File: config.mk
export PLATFORM = sky130hd
export DESIGN_NAME = alu_req_drv
export DESIGN_NICKNAME = d
export VERILOG_FILES = /design/src/rtl/alu_req_drv.sv
export SDC_FILE = /design/constraint.sdc
export NUM_CORES = 1
export LEC_CHECK = 0
export BUFFER_PORTS_ARGS = -buffer_cell sky130_fd_sc_hd__buf_2
export CORE_MARGIN = 8
export CORE_UTILIZATION = 58
export DETAILED_ROUTE_END_ITERATION = 16
export PLACE_DENSITY = 0.95
export RECOVER_POWER = 100
export SLEW_MARGIN = 25
export SYNTH_ARGS = -nofsm -noshare
export SYNTH_HDL_FRONTEND = slang
export SYNTH_SLANG_ARGS = --single-unit
export TNS_END_PERCENT = 10
File: constraint.sdc
create_clock -name clk -period 7.1 [get_ports clk]
set_input_delay 0.355 -clock clk [delete_from_list [all_inputs] [get_ports clk]]
set_output_delay 0.355 -clock clk [all_outputs]
set_load 0.02 [all_outputs]
File: src/rtl/alu_req_drv.sv
// Request/response initiator for a fixed-latency sequential ALU, with credit-based flow control.
// Optional build macro ALU_REQ_DRV_PERF_EN adds saturating perf counters (perf_issued/perf_done/perf_stall).

package alu_req_drv_pkg;
    typedef enum logic [2:0] {
        ALU_ADD   = 3'd0,
        ALU_SUB   = 3'd1,
        ALU_AND   = 3'd2,
        ALU_OR    = 3'd3,
        ALU_XOR   = 3'd4,
        ALU_SLL   = 3'd5,
        ALU_SRL   = 3'd6,
        ALU_PASSB = 3'd7
    } alu_op_t;
endpackage

module alu_req_drv
    import alu_req_drv_pkg::*;
#(
    parameter int DWIDTH     = 32,
    parameter int ALU_LAT    = 1,
    parameter int FIFO_DEPTH = 4
) (
    input  logic              clk,
    input  logic              rst_n,
    input  logic              req_valid,
    output logic              req_ready,
    input  alu_op_t           req_op,
    input  logic [DWIDTH-1:0] req_a,
    input  logic [DWIDTH-1:0] req_b,
    output logic              rsp_valid,
    input  logic              rsp_ready,
    output logic [DWIDTH-1:0] rsp_res,
    output alu_op_t           alu_op,
    output logic [DWIDTH-1:0] alu_a,
    output logic [DWIDTH-1:0] alu_b,
    input  logic [DWIDTH-1:0] alu_res,
    output logic              busy
`ifdef ALU_REQ_DRV_PERF_EN
    ,
    output logic [31:0]       perf_issued,
    output logic [31:0]       perf_done,
    output logic [31:0]       perf_stall
`endif
);

    localparam int PW = $clog2(FIFO_DEPTH);
    localparam int CW = $clog2(FIFO_DEPTH + 1);

    alu_op_t           alu_op_q, alu_op_d;
    logic [DWIDTH-1:0] alu_a_q, alu_a_d;
    logic [DWIDTH-1:0] alu_b_q, alu_b_d;
    logic [ALU_LAT-1:0] vld_q, vld_d;
    logic [CW-1:0]     inflight_q, inflight_d;
    logic [CW-1:0]     count_q, count_d;
    logic [PW-1:0]     wr_ptr_q, wr_ptr_d;
    logic [PW-1:0]     rd_ptr_q, rd_ptr_d;
    logic [DWIDTH-1:0] mem_q [FIFO_DEPTH];
    logic [DWIDTH-1:0] mem_d [FIFO_DEPTH];

    logic          accept;
    logic          capture;
    logic          pop;
    logic [CW:0]   outstanding;

    // Credits count both results still inside the ALU and results already buffered,
    // so every accepted request is guaranteed a FIFO slot when it emerges.
    assign outstanding = {1'b0, inflight_q} + {1'b0, count_q};
    assign req_ready   = (outstanding < (CW+1)'(FIFO_DEPTH));
    assign busy        = (outstanding != '0);
    assign rsp_valid   = (count_q != '0);
    assign rsp_res     = mem_q[rd_ptr_q];
    assign alu_op      = alu_op_q;
    assign alu_a       = alu_a_q;
    assign alu_b       = alu_b_q;

    assign accept  = req_valid && req_ready;
    assign capture = vld_q[ALU_LAT-1];
    assign pop     = rsp_valid && rsp_ready;

    always_comb begin
        alu_op_d = alu_op_q;
        alu_a_d  = alu_a_q;
        alu_b_d  = alu_b_q;
        if (accept) begin
            alu_op_d = req_op;
            alu_a_d  = req_a;
            alu_b_d  = req_b;
        end

        vld_d    = '0;
        vld_d[0] = accept;
        for (int i = 1; i < ALU_LAT; i++) begin
            vld_d[i] = vld_q[i-1];
        end

        inflight_d = inflight_q;
        case ({accept, capture})
            2'b10:   inflight_d = inflight_q + CW'(1);
            2'b01:   inflight_d = inflight_q - CW'(1);
            default: inflight_d = inflight_q;
        endcase

        count_d = count_q;
        case ({capture, pop})
            2'b10:   count_d = count_q + CW'(1);
            2'b01:   count_d = count_q - CW'(1);
            default: count_d = count_q;
        endcase

        mem_d    = mem_q;
        wr_ptr_d = wr_ptr_q;
        rd_ptr_d = rd_ptr_q;
        if (capture) begin
            mem_d[wr_ptr_q] = alu_res;
            wr_ptr_d        = wr_ptr_q + PW'(1);
        end
        if (pop) begin
            rd_ptr_d = rd_ptr_q + PW'(1);
        end
    end

    always_ff @(posedge clk or negedge rst_n) begin
        if (!rst_n) begin
            alu_op_q   <= alu_op_t'(0);
            alu_a_q    <= '0;
            alu_b_q    <= '0;
            vld_q      <= '0;
            inflight_q <= '0;
            count_q    <= '0;
            wr_ptr_q   <= '0;
            rd_ptr_q   <= '0;
            for (int i = 0; i < FIFO_DEPTH; i++) begin
                mem_q[i] <= '0;
            end
        end else begin
            alu_op_q   <= alu_op_d;
            alu_a_q    <= alu_a_d;
            alu_b_q    <= alu_b_d;
            vld_q      <= vld_d;
            inflight_q <= inflight_d;
            count_q    <= count_d;
            wr_ptr_q   <= wr_ptr_d;
            rd_ptr_q   <= rd_ptr_d;
            mem_q      <= mem_d;
        end
    end

    a_no_overflow: assert property (@(posedge clk) disable iff (!rst_n)
        !(capture && !pop && count_q == CW'(FIFO_DEPTH)));

`ifdef ALU_REQ_DRV_PERF_EN
    logic [31:0] perf_issued_q, perf_issued_d;
    logic [31:0] perf_done_q, perf_done_d;
    logic [31:0] perf_stall_q, perf_stall_d;

    always_comb begin
        perf_issued_d = perf_issued_q;
        perf_done_d   = perf_done_q;
        perf_stall_d  = perf_stall_q;
        if (accept && perf_issued_q != 32'hFFFF_FFFF) begin
            perf_issued_d = perf_issued_q + 32'd1;
        end
        if (pop && perf_done_q != 32'hFFFF_FFFF) begin
            perf_done_d = perf_done_q + 32'd1;
        end
        if (req_valid && !req_ready && perf_stall_q != 32'hFFFF_FFFF) begin
            perf_stall_d = perf_stall_q + 32'd1;
        end
    end

    always_ff @(posedge clk or negedge rst_n) begin
        if (!rst_n) begin
            perf_issued_q <= '0;
            perf_done_q   <= '0;
            perf_stall_q  <= '0;
        end else begin
            perf_issued_q <= perf_issued_d;
            perf_done_q   <= perf_done_d;
            perf_stall_q  <= perf_stall_d;
        end
    end

    assign perf_issued = perf_issued_q;
    assign perf_done   = perf_done_q;
    assign perf_stall  = perf_stall_q;
`endif

endmodule

==> metrics.txt <==
CTS sink count=206; final hold vios=32; Synth Warn #=0; most common cell in the netlist=dfrtp_1; # hold bufs at CTS=0; met1 wire length=7510 um; Post-Syn Area per Cell=17.1 um^2; H-Tree Depth=1; Layout Skew=0.0117 ns; Die ar.=19300 um^2; asr flop ratio synth=100%; Worst R2R Path Depth=6; WP data required=6.74 ns; Leakage Power=4.51 nW; Starting DRT DRC Count=209; Met2 Routed Length=10400 um; # fillers=1014; CTS tree=done; critical path startpoint category=flop; Core Area=15000 um^2; Cell Area, Placed=9880 um^2; crit path cell chain=mux4_2 > clkbuf_1; Root Buffer=clkbuf_16; nets=831; die width=139 um; Mapped Area=8780 um^2; WL met3=1210 um; r2r endpoint=alu_b[30]; CTS buffer count=21; Crit Path Category=reg2out; Syn Nets=630; Seq cells post-synth=206; Final Cell Area=10300 um^2; Final Core Density=69.1%; vias in the first global route=5960; area of the multi-input gates=3300 um^2; outcome=finished with violations; cell accounting for the most synthesized area=dfrtp_1; Max Root-Sink Buffers=3; Buf+Inv Stages, Crit Path=1; Vias=5161; maximum vdd ir drop=369 uV; clk slew on worst S/H paths=0.06 ns; drt drc=0; post-route minimum period=3.03 ns; first-pass GRT wire length=30900 um; total power=5.73 mW; vias per cell=5.62; initial core utilization=58.6%; share of the synthesized area in the top cell type=58.7%; largest stage delay on the critical path=1.46 ns; Setup Buffers After CTS=0; Port Buf Inserts=204; register area=5160 um^2; worst hold path type=in2async; Routed Antenna Nets=0; max frequency=330 MHz; Crit-path slowest cell=dfrtp_1; Slew @ Worst Pin=1.75 ns; Placer Congestion=0.770; max-cap viol count=5; # setup viols final=0; sequential area share after synthesis=58.7%; failing checks=hold timing, capacitance limit, slew limit; synth-to-layout area growth=17.9%; Slew HR=-17.1%; boundary pin count=205; worst r2r src=count_q[0]; Highest Signal Layer=met5; Synth Instances=515; largest net degree at the start of global routing=128; critical-path maximum fanout=33; R2R setup slack=4.26 ns; fraction of layout cells with a size suffix above 1=47.3%; Tot GR Track Use=19.8%; 1st-pass router iterations=4; fin. max-slew vios=166; final setup TNS=0 ns; chip height=139 um; Netlist cell types=27; # diodes=0; RSZ-0062 raised after global routing=no; row cnt=45; P per Cell Area=554 nW/um^2; hold slack=-0.0800 ns; post-CTS resize count=0; top_reg_cell synth=dfrtp_1; Arrival @ worst endpoint=2.68 ns; crit path launch=rd_ptr_q[1]; Final Cycle Share=42.7%; crit-path leading delay family=flip-flops; DR WL/cell=21.2 um; wirelength, routed=19500 um; hpwl dp=13100 um; GR Overflow Total=0; number of flops mapped to enable cells by yosys=0; worst skew pair latency=0.48 ns; ranking of synthesized cells by area=dfrtp_1 59%, mux2_2 23%, mux4_2 8.2%; Crit. End Element=output pin; initial antenna violation count=1; Synth top cells by count=206 x dfrtp_1, 176 x mux2_2, 32 x mux4_2
-- layout make-up --
| type | instances | share of cell area [%] |
|---|---|---|
| clock inverters | 6 | 0.798 |
| inverters | 10 | 0.387 |
| flip-flops and latches | 206 | 49.8 |
| well taps | 188 | 2.27 |
| repair buffers | 206 | 8.91 |
| clock buffers | 31 | 5.92 |
| multi-input cells | 271 | 31.9 |
-- flip-flops by register name, indices dropped and copies added (netlist names) --
name,cells
alu_a,32
alu_b,32
alu_op,3
capture,1
count_q,3
inflight_q,3
mem_q,128
rd_ptr_q,2
wr_ptr_q,2
-- cell usage in the layout (no fill, tap or decap), types with 2 or more instances in the layout --
cell type / instances
inv_1: 9
clkbuf_1: 107
a21oi_1: 3
clkinv_2: 3
dfrtp_1: 205
xor2_1: 6
bufinv_16: 2
fa_1: 3
ha_1: 9
buf_2: 101
mux4_2: 32
mux2_2: 175
xnor2_1: 3
clkbuf_8: 5
mux2_1: 20
mux2i_1: 2
nand2_1: 6
clkbuf_16: 21
nor2_1: 4
-- per-layer routing --
| metal | track usage (%) | vias to the layer above |
|---|---|---|
| li1 | - | 2264 |
| met1 | 21.9 | 2704 |
| met2 | 36.5 | 158 |
| met3 | 5.78 | 33 |
| met4 | 5.20 | 2 |
| met5 | 0 | - |
-- cells by family after synthesis --
logic type                 after synthesis  share of synthesized area, %
muxes                                  229                          34.2
DFF                                    206                          58.7
AOI/OAI and AO/OA                        6                         0.456
adders and majority gates               12                          1.97
xor gates and xnor gates                 9                         0.898
buffers and inverters                   38                          2.62
and+or+nand+nor                         15                          1.11
-- worst max-delay path by stage --
stage               cells after the start  slack [ns]       endpoint
floorplan                              10        4.61  inflight_q[2]
global placement                        6        4.51       alu_b[9]
detailed placement                      6        4.36      alu_b[30]
CTS                                     6        4.33           busy
global route                            2        3.98    rsp_res[10]
finish                                  2        4.07     rsp_res[3]
-- power breakdown --
part	total (mW)	leakage (nW)	switching [mW]	internal, mW
clock	1.10	0.341	0.429	0.670
combinational	2.45	1.76	1.29	1.16
sequential	2.18	2.41	0.391	1.79
total	5.73	4.51	2.11	3.62
-- per-stage QoR --
stage | setup WS, ns | cells
after floorplan | 4.61 | 515
after global placement | 4.51 | 881
after detailed placement | 4.36 | 881
after CTS | 4.33 | 918
after global routing | 3.98 | 918
final | 4.07 | 918
No activity file was read; power rests on OpenSTA's default activity.
